===== src/rtl/mem_pattern_tester.sv =====
// -----------------------------------------------------------------------------
// mem_pattern_tester
// Wishbone-master memory test engine. It writes a selectable data pattern
// across a window of WORD_COUNT words starting at BASE_ADDR, reads the window
// back, compares each word and reports pass/fail, an error count, details of
// the first failure and a bus timeout flag. A read-only mode skips the write
// phase so that preloaded memories (flash) can be checked.
//
// Ports:
//   clk_i, rst_i           clock, synchronous active-high reset
//   start_i                one-cycle start pulse (accepted only in IDLE)
//   mode_i                 0 address, 1 walking-one, 2 LFSR, 3 inverted address
//   seed_i                 LFSR seed (0 is replaced by 1)
//   read_only_i            skip the write phase
//   stop_on_error_i        abort on the first read-phase failure
//   cyc_o/stb_o/we_o/sel_o/addr_o/data_o, data_i/ack_i/err_i   Wishbone master
//   busy_o, done_o, pass_o, timeout_o                          status
//   error_count_o          saturating count of mismatches, bus errors, timeouts
//   fail_addr_o/fail_expected_o/fail_actual_o                  first failure
// -----------------------------------------------------------------------------
module mem_pattern_tester #(
  parameter int                    ADDR_WIDTH     = 32,
  parameter int                    DATA_WIDTH     = 32,
  parameter logic [ADDR_WIDTH-1:0] BASE_ADDR      = '0,
  parameter int                    WORD_COUNT     = 1024,
  parameter int                    TIMEOUT_CYCLES = 1024,
  parameter int                    ERR_CNT_WIDTH  = 16
) (
  input  logic                     clk_i,
  input  logic                     rst_i,
  input  logic                     start_i,
  input  logic [1:0]               mode_i,
  input  logic [31:0]              seed_i,
  input  logic                     read_only_i,
  input  logic                     stop_on_error_i,
  output logic                     cyc_o,
  output logic                     stb_o,
  output logic                     we_o,
  output logic [DATA_WIDTH/8-1:0]  sel_o,
  output logic [ADDR_WIDTH-1:0]    addr_o,
  output logic [DATA_WIDTH-1:0]    data_o,
  input  logic [DATA_WIDTH-1:0]    data_i,
  input  logic                     ack_i,
  input  logic                     err_i,
  output logic                     busy_o,
  output logic                     done_o,
  output logic                     pass_o,
  output logic                     timeout_o,
  output logic [ERR_CNT_WIDTH-1:0] error_count_o,
  output logic [ADDR_WIDTH-1:0]    fail_addr_o,
  output logic [DATA_WIDTH-1:0]    fail_expected_o,
  output logic [DATA_WIDTH-1:0]    fail_actual_o
);

  localparam int BYTES = DATA_WIDTH / 8;
  localparam int IDX_W = (WORD_COUNT > 1) ? $clog2(WORD_COUNT) : 1;
  localparam int POS_W = $clog2(DATA_WIDTH);
  localparam int TMR_W = $clog2(TIMEOUT_CYCLES + 1);

  localparam logic [31:0]           LFSR_MASK = 32'h8020_0003;
  localparam logic [IDX_W-1:0]      LAST_IDX  = IDX_W'(WORD_COUNT - 1);
  localparam logic [TMR_W-1:0]      TMR_LIMIT = TMR_W'(TIMEOUT_CYCLES);
  localparam logic [ADDR_WIDTH-1:0] ADDR_STEP = ADDR_WIDTH'(BYTES);

  typedef enum logic [2:0] {
    IDLE, WR_REQ, WR_WAIT, RD_REQ, RD_WAIT, FINISH
  } state_t;

  state_t state_reg, state_next;

  // latched configuration
  logic [1:0]  mode_reg, mode_next;
  logic [31:0] seed_reg, seed_next;
  logic        soe_reg, soe_next;

  // word sequencing
  logic [IDX_W-1:0]      idx_reg, idx_next;
  logic [POS_W-1:0]      pos_reg, pos_next;      // i mod DATA_WIDTH
  logic [31:0]           lfsr_reg, lfsr_next;
  logic [ADDR_WIDTH-1:0] word_addr_reg, word_addr_next;
  logic [TMR_W-1:0]      timer_reg, timer_next;

  // registered outputs
  logic                     cyc_reg, cyc_next;
  logic                     stb_reg, stb_next;
  logic                     we_reg, we_next;
  logic [ADDR_WIDTH-1:0]    addr_reg, addr_next;
  logic [DATA_WIDTH-1:0]    data_reg, data_next;
  logic                     busy_reg, busy_next;
  logic                     done_reg, done_next;
  logic                     pass_reg, pass_next;
  logic                     timeout_reg, timeout_next;
  logic [ERR_CNT_WIDTH-1:0] err_cnt_reg, err_cnt_next;
  logic [ADDR_WIDTH-1:0]    fail_addr_reg, fail_addr_next;
  logic [DATA_WIDTH-1:0]    fail_exp_reg, fail_exp_next;
  logic [DATA_WIDTH-1:0]    fail_act_reg, fail_act_next;

  // ---------------------------------------------------------------------------
  // Pattern generation
  // ---------------------------------------------------------------------------
  logic [31:0]           lfsr_step;
  logic [DATA_WIDTH-1:0] walk_one;
  logic [DATA_WIDTH-1:0] addr_pat;
  logic [DATA_WIDTH-1:0] pattern;

  // Galois LFSR, right shift: mask is folded in when the bit shifted out is 1
  genvar gi;
  generate
    for (gi = 0; gi < 31; gi++) begin : g_lfsr
      assign lfsr_step[gi] = lfsr_reg[gi+1] ^ (lfsr_reg[0] & LFSR_MASK[gi]);
    end
    for (gi = 0; gi < DATA_WIDTH; gi++) begin : g_walk
      assign walk_one[gi] = (pos_reg == POS_W'(gi));
    end
  endgenerate
  assign lfsr_step[31] = lfsr_reg[0] & LFSR_MASK[31];

  assign addr_pat = DATA_WIDTH'(word_addr_reg);

  always_comb begin
    case (mode_reg)
      2'd0:    pattern = addr_pat;
      2'd1:    pattern = walk_one;
      2'd2:    pattern = lfsr_reg[DATA_WIDTH-1:0];
      default: pattern = ~addr_pat;
    endcase
  end

  // ---------------------------------------------------------------------------
  // Handshake decode (responses only count in a WAIT state)
  // ---------------------------------------------------------------------------
  logic in_wait, resp, bus_err, mismatch, word_fail, timed_out, last_word;

  assign in_wait   = (state_reg == WR_WAIT) || (state_reg == RD_WAIT);
  assign resp      = in_wait && (ack_i || err_i);
  assign bus_err   = in_wait && err_i;           // err_i wins over ack_i
  assign mismatch  = (state_reg == RD_WAIT) && ack_i && !err_i && (data_i != pattern);
  assign word_fail = bus_err || mismatch;
  assign timed_out = in_wait && !ack_i && !err_i && (timer_reg == TMR_LIMIT);
  assign last_word = (idx_reg == LAST_IDX);

  // ---------------------------------------------------------------------------
  // FSM: state register
  // ---------------------------------------------------------------------------
  always_ff @(posedge clk_i) begin
    if (rst_i) state_reg <= IDLE;
    else       state_reg <= state_next;
  end

  // ---------------------------------------------------------------------------
  // FSM: next state
  // ---------------------------------------------------------------------------
  always_comb begin
    state_next = state_reg;
    case (state_reg)
      IDLE:    if (start_i) state_next = read_only_i ? RD_REQ : WR_REQ;
      WR_REQ:  state_next = WR_WAIT;
      WR_WAIT: begin
        if (timed_out)  state_next = FINISH;
        else if (resp)  state_next = last_word ? RD_REQ : WR_REQ;
      end
      RD_REQ:  state_next = RD_WAIT;
      RD_WAIT: begin
        if (timed_out) state_next = FINISH;
        else if (resp) state_next = ((word_fail && soe_reg) || last_word) ? FINISH : RD_REQ;
      end
      FINISH:  state_next = IDLE;
      default: state_next = IDLE;
    endcase
  end

  // ---------------------------------------------------------------------------
  // FSM: outputs and datapath next values
  // ---------------------------------------------------------------------------
  always_comb begin
    mode_next      = mode_reg;
    seed_next      = seed_reg;
    soe_next       = soe_reg;
    idx_next       = idx_reg;
    pos_next       = pos_reg;
    lfsr_next      = lfsr_reg;
    word_addr_next = word_addr_reg;
    timer_next     = timer_reg;
    cyc_next       = cyc_reg;
    stb_next       = stb_reg;
    we_next        = we_reg;
    addr_next      = addr_reg;
    data_next      = data_reg;
    busy_next      = busy_reg;
    done_next      = done_reg;
    pass_next      = pass_reg;
    timeout_next   = timeout_reg;
    err_cnt_next   = err_cnt_reg;
    fail_addr_next = fail_addr_reg;
    fail_exp_next  = fail_exp_reg;
    fail_act_next  = fail_act_reg;

    case (state_reg)
      IDLE: begin
        if (start_i) begin
          mode_next      = mode_i;
          seed_next      = (seed_i == 32'd0) ? 32'd1 : seed_i;
          soe_next       = stop_on_error_i;
          lfsr_next      = (seed_i == 32'd0) ? 32'd1 : seed_i;
          idx_next       = '0;
          pos_next       = '0;
          word_addr_next = BASE_ADDR;
          busy_next      = 1'b1;
          done_next      = 1'b0;
          pass_next      = 1'b0;
          timeout_next   = 1'b0;
          err_cnt_next   = '0;
          fail_addr_next = '0;
          fail_exp_next  = '0;
          fail_act_next  = '0;
        end
      end

      WR_REQ, RD_REQ: begin
        cyc_next   = 1'b1;
        stb_next   = 1'b1;
        we_next    = (state_reg == WR_REQ);
        addr_next  = word_addr_reg;
        data_next  = (state_reg == WR_REQ) ? pattern : '0;
        timer_next = '0;
      end

      WR_WAIT, RD_WAIT: begin
        if (resp || timed_out) begin
          cyc_next = 1'b0;
          stb_next = 1'b0;
          we_next  = 1'b0;
        end
        if (timed_out) timeout_next = 1'b1;
        if (word_fail || timed_out) begin
          if (err_cnt_reg != '1) err_cnt_next = err_cnt_reg + ERR_CNT_WIDTH'(1);
          // a zero count means nothing has failed yet in this run
          if (err_cnt_reg == '0) begin
            fail_addr_next = word_addr_reg;
            fail_exp_next  = pattern;
            fail_act_next  = mismatch ? data_i : '0;
          end
        end
        if (resp) begin
          if (last_word) begin
            // rewind; reloading the seed makes read expectations replay the write sequence
            idx_next       = '0;
            pos_next       = '0;
            word_addr_next = BASE_ADDR;
            lfsr_next      = seed_reg;
          end else begin
            idx_next       = idx_reg + IDX_W'(1);
            pos_next       = pos_reg + POS_W'(1);
            word_addr_next = word_addr_reg + ADDR_STEP;
            lfsr_next      = lfsr_step;
          end
        end else if (!timed_out) begin
          timer_next = timer_reg + TMR_W'(1);
        end
      end

      FINISH: begin
        busy_next = 1'b0;
        done_next = 1'b1;
        pass_next = (err_cnt_reg == '0) && !timeout_reg;
      end

      default: ;
    endcase
  end

  // ---------------------------------------------------------------------------
  // Datapath registers
  // ---------------------------------------------------------------------------
  always_ff @(posedge clk_i) begin
    if (rst_i) begin
      mode_reg      <= '0;
      seed_reg      <= '0;
      soe_reg       <= 1'b0;
      idx_reg       <= '0;
      pos_reg       <= '0;
      lfsr_reg      <= '0;
      word_addr_reg <= '0;
      timer_reg     <= '0;
      cyc_reg       <= 1'b0;
      stb_reg       <= 1'b0;
      we_reg        <= 1'b0;
      addr_reg      <= '0;
      data_reg      <= '0;
      busy_reg      <= 1'b0;
      done_reg      <= 1'b0;
      pass_reg      <= 1'b0;
      timeout_reg   <= 1'b0;
      err_cnt_reg   <= '0;
      fail_addr_reg <= '0;
      fail_exp_reg  <= '0;
      fail_act_reg  <= '0;
    end else begin
      mode_reg      <= mode_next;
      seed_reg      <= seed_next;
      soe_reg       <= soe_next;
      idx_reg       <= idx_next;
      pos_reg       <= pos_next;
      lfsr_reg      <= lfsr_next;
      word_addr_reg <= word_addr_next;
      timer_reg     <= timer_next;
      cyc_reg       <= cyc_next;
      stb_reg       <= stb_next;
      we_reg        <= we_next;
      addr_reg      <= addr_next;
      data_reg      <= data_next;
      busy_reg      <= busy_next;
      done_reg      <= done_next;
      pass_reg      <= pass_next;
      timeout_reg   <= timeout_next;
      err_cnt_reg   <= err_cnt_next;
      fail_addr_reg <= fail_addr_next;
      fail_exp_reg  <= fail_exp_next;
      fail_act_reg  <= fail_act_next;
    end
  end

  assign cyc_o           = cyc_reg;
  assign stb_o           = stb_reg;
  assign we_o            = we_reg;
  assign sel_o           = '1;
  assign addr_o          = addr_reg;
  assign data_o          = data_reg;
  assign busy_o          = busy_reg;
  assign done_o          = done_reg;
  assign pass_o          = pass_reg;
  assign timeout_o       = timeout_reg;
  assign error_count_o   = err_cnt_reg;
  assign fail_addr_o     = fail_addr_reg;
  assign fail_expected_o = fail_exp_reg;
  assign fail_actual_o   = fail_act_reg;

endmodule


===== config.mk =====
export PLATFORM = sky130hd
export DESIGN_NAME = mem_pattern_tester
export DESIGN_NICKNAME = d
export VERILOG_FILES = /design/src/rtl/mem_pattern_tester.sv
export SDC_FILE = /design/constraint.sdc
export NUM_CORES = 1
export LEC_CHECK = 0
export ABC_AREA = 1
export ABC_CLOCK_PERIOD_IN_PS = 6800
export BUFFER_PORTS_ARGS = -buffer_cell sky130_fd_sc_hd__clkbuf_2
export CAP_MARGIN = 20
export CORE_MARGIN = 5
export CORE_UTILIZATION = 45
export CTS_BUF_LIST = sky130_fd_sc_hd__clkbuf_8
export DETAILED_ROUTE_END_ITERATION = 16
export HOLD_SLACK_MARGIN = 0.06
export PLACE_DENSITY = 0.75
export SYNTH_ARGS = -nofsm -noshare
export SYNTH_HDL_FRONTEND = slang
export SYNTH_SLANG_ARGS = --single-unit

===== constraint.sdc =====
create_clock -name clk_i -period 6.8 [get_ports clk_i]
set_clock_uncertainty 0.15 [all_clocks]
set_input_delay 0.68 -clock clk_i [delete_from_list [all_inputs] [get_ports clk_i]]
set_output_delay 0.68 -clock clk_i [all_outputs]
set_load 0.01 [all_outputs]

==> impl_metrics.env, run 1 <==
export IMPL_status="finished, final reports clean"
export IMPL_first_pass_iters=5
export IMPL_drt_initial_drc_count=1524
export IMPL_cts_made_buffers=51
export IMPL_drive_gt1_share_pct=16.1
export IMPL_p_per_area_nw_per_um2=401
export IMPL_cts_resized_gates=0
export IMPL_rows=66
export IMPL_gp_congestion=0.964
export IMPL_viasPerCell=5.44
export IMPL_startpoint_type="register"
export IMPL_synth_avg_cell_area_um2=6.85
export IMPL_min_period_over_period_pct=67.8
export IMPL_ys_ff_latch=305
export IMPL_grt_util_met2_pct=42.3
export IMPL_die_area_um2=36500
export IMPL_ys_types=45
export IMPL_synth_edf_count=0
export IMPL_yosysWarningCount=0
export IMPL_root_buffer="clkbuf_8"
export IMPL_io_buffers=253
export IMPL_grt_pass1_wl_mm=77.5
export IMPL_cp_end_kind="register"
export IMPL_start_util_pct=45.5
export IMPL_synthArstFlopShare_pct=0
export IMPL_tns_ps=0
export IMPL_finalSetupViolations=0
export IMPL_period_minus_slack_ps=4610
export IMPL_ir_drop_uv=297
export IMPL_crit_family="simple AND/OR/NAND/NOR gates"
export IMPL_final_nets=2434
export IMPL_drt_total_wl_mm=49.7
export IMPL_cts_clk_slew_worst_paths_ps=60
export IMPL_required_ps=7160
export IMPL_ys_seq_area_share_pct=41.4
export IMPL_rsz0062_at_grt="false"
export IMPL_ys_top_cells_by_area="dfxtp_1, nand2_1, a21oi_1, nor2_1, o21ai_0"
export IMPL_grt_pass1_vias=14200
export IMPL_max_stage_delay_ps=890
export IMPL_syn_inst=2157
export IMPL_critPathMaxFanout=94
export IMPL_worstMarginPinSlew_ps=998
export IMPL_synthFlopType="dfxtp_1"
export IMPL_use_met1_pct=36.0
export IMPL_whs_ps=216
export IMPL_die_h_um=191
export IMPL_cts_tree="yes"
export IMPL_netSwitchingPower_mw=2.91
export IMPL_p_int_mw=4.01
export IMPL_synthTopCellsByCount="nand2_1, nor2_1, dfxtp_1"
export IMPL_fmaxAchievable_ghz=0.217
export IMPL_grt_start_max_net_pins=100
export IMPL_path_cells="nand2_2 -> inv_2 -> nand2_1 -> nand2_1 -> nand2_1 -> a21oi_1 -> nand2_1 -> nor2_1 -> nand2_1 -> o21bai_4 -> nand4_4 -> nand2_4 -> buf_4 -> o21ai_0 -> nor2_1"
export IMPL_yosysMostFrequentCell="nand2_1"
export IMPL_core_um2=32500
export IMPL_seq_area_um2=6110
export IMPL_busiest_layer="met2"
export IMPL_min_path_type="input pin to register"
export IMPL_drcViolationCount=0
export IMPL_die_w_um=191
export IMPL_p_seq_share_pct=36.6
export IMPL_cts_setup_buffers=0
export IMPL_synth_area_um2=14800
export IMPL_wl_per_cell_um=17.6
export IMPL_insertion_delay_ps=580
export IMPL_antenna_cells=0
export IMPL_cp_arrival_ps=4960
export IMPL_critical_path_class="register to register"
export IMPL_cp_common_cell="nand2_1"
export IMPL_grt_overflow_total=0
export IMPL_ant_nets=0
export IMPL_io_pins=260
export IMPL_synth_top_area_share_pct=41.4
export IMPL_synth_top_cell_by_area="dfxtp_1"
export IMPL_p_leak_nw=7.14
export IMPL_hold_viol=0
export IMPL_slowest_stage="dfxtp_1"
export IMPL_area_growth_pct=16.8
export IMPL_n_fill_cell=3228
export IMPL_multiInputGateArea_um2=7520
export IMPL_slew_viol_final=0
export IMPL_grt_antenna_before_repair=2
export IMPL_pwr_share_comb_pct=37.8
export IMPL_cts_hold_buffers=0
export IMPL_grt_use_met3_pct=4.58
export IMPL_maxCapViolations=0
export IMPL_track_usage_pct=26.1
export IMPL_swShare_pct=42.0
export IMPL_vias=15400
export IMPL_dp_hpwl_mm=35.1
export IMPL_clock_sinks=305
export IMPL_htreeDepth=2
export IMPL_clockBufferDepth=3
export IMPL_path_buf_inv=2
export IMPL_slew_limit_headroom_pct=33.3
export IMPL_power_frac_clock_pct=25.6
-- logic make-up after synthesis --
family / share of synthesized area, %
buf+inv: 7.98
flops: 41.4
simple gates: 30.7
fa+ha+maj: 1.02
xor+xnor: 1.31
other cells: 0.0509
compound gates: 17.6
-- worst paths after layout --
kind | to | depth (start not counted) | from | slack (ps)
hold / removal | soe_reg | 3 | stop_on_error_i | 220
setup / recovery | fail_addr_o[3] | 15 | mode_reg[1] | 2190
hold reg to reg | fail_addr_o[1] | 2 | fail_addr_o[1] | 310
setup reg to reg | fail_addr_o[3] | 15 | mode_reg[1] | 2190
-- layout make-up --
cell class	instances	share of cell area (%)
Clock inverter	25	1.20
Clock buffer	66	5.27
Inverter	138	3.03
Tap cell	442	3.21
Multi-Input combinational cell	1584	43.6
Sequential cell	305	35.4
Timing Repair Buffer	269	8.31
-- power groups by stage --
| stage | registers (mW) | clock network (mW) | logic [mW] |
|---|---|---|---|
| 6_report | 2.54 | 1.77 | 2.62 |
| 5_1_grt | 2.58 | 1.89 | 2.92 |
| 4_1_cts | 2.53 | 1.79 | 2.59 |
| 3_5_place_dp | 2.57 | 0 | 2.58 |
| 3_3_place_gp | 2.55 | 0 | 2.51 |
| 2_1_floorplan | 2.59 | 0 | 1.70 |
-- stage by stage --
stage | setup slack (ps) | utilization [%] | cells | instance area [µm²] | total power, mW
floorplan | 4180 | - | 2161 | 14800 | 4.29
global placement | 2470 | 49.5 | 2735 | 16100 | 5.06
detailed placement | 2240 | 49.6 | 2737 | 16100 | 5.15
CTS | 2240 | 53.1 | 2828 | 17200 | 6.92
global route | 1800 | 53.2 | 2829 | 17300 | 7.39
finish | 2190 | 53.2 | 2829 | 17300 | 6.92
-- cell usage in the layout, fill, tap and decap left out, drive strengths merged, types with 32 or more instances in the layout --
| master | Yosys | final |
|---|---|---|
| dfxtp | 305 | 305 |
| nor2 | 312 | 312 |
| o211ai | 32 | 32 |
| nand3 | 84 | 84 |
| inv | 136 | 151 |
| o21ai | 158 | 158 |
| a21oi | 242 | 242 |
| nand2 | 536 | 536 |
| nand4 | 47 | 47 |
| clkbuf | 93 | 318 |
-- worst reg2reg max path, stage by stage, from the launching register on --
cell      delay, ps
dfxtp_1         890
nand2_2         320
inv_2           470
nand2_1         230
nand2_1         150
nand2_1          70
a21oi_1         120
nand2_1          60
nor2_1          300
nand2_1         160
o21bai_4        200
nand4_4         130
nand2_4         100
buf_4           740
o21ai_0         300
nor2_1          140
-- per-layer routing --
| metal | wire length (µm) | vias up |
|---|---|---|
| met1 | 21700 | 7156 |
| met2 | 22700 | 634 |
| met5 | 34 | - |
| met4 | 1230 | 4 |
| li1 | - | 7513 |
| met3 | 4040 | 89 |
(Power assumes the default switching activity.)
==> run 2, diff against run 1 <==
ABC_CLOCK_PERIOD_IN_PS = 4000   (was 6800)
PLACE_DENSITY = 0.78   (was 0.75)
clock period = 4 ns   (was 6.8 ns; I/O delays follow)
==> run 2 against run 1 <==
  * Sequential share of layout area fell by 1.3 points
  * Sequential cell count unchanged
  * Sequential power up 69%
  * Final cell count rose by 2.9%
  * Total power rose by 68%
  * Global-route usage increased by 0.46 points
  * Maximum frequency grew 29%
  * Hold slack lost 90 ps
  * First-iteration DRC count shrank 9.8%
  * Clock power grew 57%
  * Largest power group unchanged
==> impl_metrics.env, run 2 (synthesized netlist as in run 1, its figures left out) <==
export IMPL_p_per_area_nw_per_um2=650
export IMPL_finalSetupViolations=0
export IMPL_cts_clk_slew_worst_paths_ps=60
export IMPL_start_util_pct=45.5
export IMPL_gp_congestion=0.964
export IMPL_critPathMaxFanout=72
export IMPL_grt_start_max_net_pins=99
export IMPL_die_w_um=191
export IMPL_clock_sinks=305
export IMPL_hold_path_startpoint="read_only_i"
export IMPL_root_buffer="clkbuf_8"
export IMPL_status="finished, final reports clean"
export IMPL_dp_slack_ps=339
export IMPL_hold_viol=0
export IMPL_viasPerCell=5.43
export IMPL_min_to="state_reg[1]"
export IMPL_fmaxAchievable_ghz=0.281
export IMPL_drt_initial_drc_count=1374
export IMPL_final_common_cell="nand2_1"
export IMPL_die_area_um2=36500
export IMPL_reg2reg_setup_slack_ps=440
export IMPL_vias=15800
export IMPL_wl_per_cell_um=17.5
export IMPL_insertion_delay_ps=600
export IMPL_area_growth_pct=21.3
export IMPL_holdPathStages=7
export IMPL_wl_met1_mm=22.2
export IMPL_drive_gt1_share_pct=16.0
export IMPL_htreeDepth=2
export IMPL_worstMarginPinSlew_ps=1130
export IMPL_cts_resized_gates=0
export IMPL_fin_ws_ps=435
export IMPL_grt_overflow_total=0
export IMPL_maxCapViolations=0
export IMPL_period_minus_slack_ps=3560
export IMPL_slew_limit_headroom_pct=24.9
export IMPL_die_h_um=191
export IMPL_mostFrequentLayoutCells="nand2_1, nor2_1, dfxtp_1"
export IMPL_min_period_over_period_pct=89.1
export IMPL_r2r_start="mode_reg[0]"
export IMPL_min_path_type="input pin to register"
export IMPL_dp_hpwl_mm=36.1
export IMPL_drcViolationCount=0
export IMPL_tns_ps=0
export IMPL_cts_tree="yes"
export IMPL_ant_nets=0
export IMPL_grt_pass1_wl_mm=78.9
export IMPL_cp_arrival_ps=3910
export IMPL_core_um2=32500
export IMPL_track_usage_pct=26.6
export IMPL_critical_path_class="register to register"
export IMPL_io_buffers=253
export IMPL_slew_viol_final=0
export IMPL_io_pins=260
export IMPL_clockBufferDepth=3
export IMPL_rsz0062_at_grt="false"
export IMPL_startpoint_type="register"
export IMPL_ir_drop_uv=457
export IMPL_routed_wl_met2_mm=23.1
export IMPL_required_ps=4340
export IMPL_p_leak_nw=7.42
export IMPL_cp_end_kind="register"
export IMPL_final_nets=2513
export IMPL_first_pass_iters=6
export IMPL_rr_worst_depth=17
export IMPL_reg2reg_to="fail_actual_o[9]"
export IMPL_top_layer_used="met5"
export IMPL_antenna_cells=0
export IMPL_cts_made_buffers=52
export IMPL_grt_pass1_vias=14400
export IMPL_rows=66
export IMPL_drt_total_wl_mm=50.9
export IMPL_grt_antenna_before_repair=1
export IMPL_wl_met3_mm=4.15
[run 2: cell type report]
cell class	count	area, µm²
timing repair buffer	347	2180
multi-input combinational	1584	7520
clock buffer	65	895
fill	3085	14500
inverter	138	523
tap	442	553
clock inverter	29	139
sequential	305	6110
[run 2: worst max path at each step]
stage                     start                  end  slack, ps  cells after the start
detailed placement   pos_reg[1]  fail_expected_o[31]        340                     19
global placement    mode_reg[1]      fail_addr_o[31]        410                     17
CTS                  pos_reg[1]      fail_addr_o[31]        320                     19
floorplan            pos_reg[1]     error_count_o[6]       1380                     20
global route         pos_reg[1]     error_count_o[5]        200                     19
finish              mode_reg[0]     fail_actual_o[9]        440                     17
[run 2: through the flow]
step	utilization, %	area, µm²	power (mW)	std cells	hold WS, ps
2_1_floorplan	-	14800	7.29	2161	290
3_3_place_gp	49.9	16200	8.68	2747	297
3_5_place_dp	49.9	16200	8.77	2747	302
4_1_cts	55.1	17900	11.6	2909	109
5_1_grt	55.2	17900	12.4	2910	166
6_report	55.2	17900	11.6	2910	126
[run 2: worst max-delay path: stages (launching register included)]
cell      delay, ps
dfxtp_1         450
buf_4           240
nor2_4          320
nand2_1          90
nand3_1         170
nand2_1         130
nand2_1          80
nand2_1          50
a21oi_1         110
nand2_1          60
nor2_1          250
nand2_1         140
o21bai_4        230
nand4_4         140
nand2_4         180
buf_12          290
nand2_1         130
a21oi_1         190
[run 2: report_power, final]
part           internal [mW]  switching (mW)
clock network           1.47            1.31
logic                   1.38            3.20
registers               3.78           0.507
total                   6.63            5.01
[run 2: metal layers]
metal  global-route usage, %  up-vias
met5                       0        -
met4                    7.65        2
met3                    4.47      101
met2                    43.0      708
met1                    36.8     7318
li1                        -     7685
[run 2: repair_timing]
item                      CTS  global route
buffers inserted            0             0
hold endpoints to repair   98             0
hold buffers               68             0
==> run 3, diff against run 2 <==
BUFFER_PORTS_ARGS = default   (was -buffer_cell sky130_fd_sc_hd__clkbuf_2)
DONT_BUFFER_PORTS = 1   (was default)
PLACE_DENSITY = 0.62   (was 0.78)
==> run 3 against run 2 <==
  * Worst setup slack worse by 93 ps
  * Core utilization down 4.0 points
  * Clock power decreased by 2%
  * First-iteration DRC count decreased by 9.8%
  * Combinational power fell by 18%
  * Hold slack lost 35 ps
  * Die area unchanged
  * Sequential cell count did not move
  * Global-route usage rose by 0.32 points
  * Maximum frequency shrank 2.5%
  * Register-to-register slack lost 90 ps
  * Critical path type unchanged
  * Highest routed layer is now met4
==> impl_metrics.env, run 3 (synthesized netlist as in run 1, its figures left out) <==
export IMPL_status="finished, final reports clean"
export IMPL_die_h_um=191
export IMPL_drt_initial_drc_count=1239
export IMPL_slew_limit_headroom_pct=44.0
export IMPL_max_stage_delay_ps=550
export IMPL_root_buffer="clkbuf_8"
export IMPL_cts_setup_buffers=0
export IMPL_tns_ps=0
export IMPL_clock_sinks=305
export IMPL_io_pins=260
export IMPL_grt_pass1_vias=13800
export IMPL_rr_worst_depth=18
export IMPL_vias=14600
export IMPL_final_common_cell="nand2_1"
export IMPL_required_ps=4370
export IMPL_min_period_over_period_pct=91.4
export IMPL_cts_tree="yes"
export IMPL_drt_total_wl_mm=50.3
export IMPL_cp_arrival_ps=4030
export IMPL_worstMarginPinSlew_ps=839
export IMPL_grt_antenna_before_repair=1
export IMPL_cp_endpoint="state_reg[1]"
export IMPL_path_cells="nand2_2 -> clkinv_2 -> nand2_1 -> nand2_1 -> nand2_1 -> nand2_1 -> nor2_1 -> nand2_1 -> nor2_1 -> nand2_1 -> o21bai_4 -> nand2_1 -> nand2_1 -> nand3_1 -> nand2_1 -> dlygate4sd3_1 -> nand2_1 -> a21oi_1"
export IMPL_reg2reg_setup_slack_ps=340
export IMPL_hold_viol=0
export IMPL_critical_path_class="register to register"
export IMPL_fmaxAchievable_ghz=0.273
export IMPL_gp_congestion=0.971
export IMPL_htreeDepth=2
export IMPL_first_pass_iters=8
export IMPL_rows=66
export IMPL_grt_start_max_net_pins=149
export IMPL_die_w_um=191
export IMPL_min_path_type="input pin to register"
export IMPL_mostFrequentLayoutCells="nand2_1, nor2_1, dfxtp_1"
export IMPL_area_growth_pct=12.6
export IMPL_cp_common_cell="nand2_1"
export IMPL_start_util_pct=45.5
export IMPL_maxCapViolations=0
export IMPL_drive_gt1_share_pct=6.03
export IMPL_rsz0062_at_grt="false"
export IMPL_clockBufferDepth=3
export IMPL_p_leak_nw=6.29
export IMPL_core_um2=32500
export IMPL_r2r_start="mode_reg[0]"
export IMPL_ir_drop_uv=370
export IMPL_critPathMaxFanout=30
export IMPL_ant_nets=0
export IMPL_crit_start="mode_reg[0]"
export IMPL_cts_made_buffers=52
export IMPL_cp_end_kind="register"
export IMPL_viasPerCell=5.50
export IMPL_cts_clk_slew_worst_paths_ps=60
export IMPL_utilization_pct=51.2
export IMPL_finalSetupViolations=0
export IMPL_drcViolationCount=0
export IMPL_reg2reg_to="state_reg[1]"
export IMPL_slowest_stage="dlygate4sd3_1"
export IMPL_track_usage_pct=26.9
export IMPL_grt_overflow_total=0
export IMPL_period_minus_slack_ps=3660
export IMPL_startpoint_type="register"
export IMPL_final_nets=2259
export IMPL_slew_viol_final=0
export IMPL_n_fill_cell=3320
export IMPL_io_buffers=0
export IMPL_grt_pass1_wl_mm=78.8
export IMPL_p_per_area_nw_per_um2=667
export IMPL_wl_per_cell_um=19.0
export IMPL_die_area_um2=36500
export IMPL_insertion_delay_ps=600
export IMPL_dp_hpwl_mm=35.1
run 3: cell types whose count changed in the layout (fill, tap and decap cells not counted), sizes merged:
cell and change:
clkbuf -254, dlygate4sd3 +2, buf -4, clkinv -1
clkinvlp -4, bufinv +1, inv -1, diode +1
run 3: worst min-delay path by stage:
stage,start,to,cells after the start
finish,rst_i,stb_o,2
global route,rst_i,state_reg[0],3
CTS,seed_i[22],seed_reg[0],5
detailed placement,seed_reg[19],seed_reg[19],2
global placement,seed_reg[24],seed_reg[24],2
floorplan,seed_reg[31],seed_reg[31],2
run 3: critical path, delay by kind of cell (launching register included):
family,cells,cell delay (ps)
simple gates,14,1740
buf+inv,2,950
flops,1,410
compound gates,2,330
run 3: routing by layer:
metal | vias to the layer above | wire, µm | global-route usage (%) | share of wire (%)
met5 | - | 0 | 0 | 0
met4 | 0 | 1190 | 7.46 | 2.4
met3 | 75 | 4630 | 5.99 | 9.2
met2 | 622 | 22400 | 42.9 | 45
met1 | 6726 | 22100 | 36.9 | 44
li1 | 7164 | - | - | -
run 3: what timing repair did:
action,4_1_cts,5_1_grt
hold buffers,71,0
setup endpoints to repair,0,2
endpoints found under the hold margin,176,0
resized for setup,0,1
run 3: cell type report:
class                           count  area (µm²)  area share (%)
Clock inverter                     24         131           0.790
Antenna cell                        1        2.50          0.0151
Inverter                          138         524            3.15
Clock buffer                       63         867            5.22
Sequential cell                   305        6110            36.7
Multi-Input combinational cell   1584        7520            45.2
Tap cell                          442         553            3.33
Timing Repair Buffer               93         918            5.53
run 3: where the power goes:
part	switching, mW	internal (mW)
sequential	0.810	3.78
clock	1.26	1.48
combinational	2.72	1.05
run 3: metrics by stage:
step / instances / hold slack [ps] / setup WS (ps) / total power [mW] / cell area [µm²]
final: 2650 / 91.1 / 342 / 11.1 / 16600
after detailed placement: 2491 / 298 / 359 / 8.31 / 14900
after global routing: 2650 / 102 / 20.7 / 11.9 / 16600
after floorplan: 2161 / 290 / 1380 / 7.29 / 14800
after global placement: 2491 / 295 / 454 / 8.24 / 14900
after CTS: 2649 / 61.0 / 281 / 11.2 / 16600
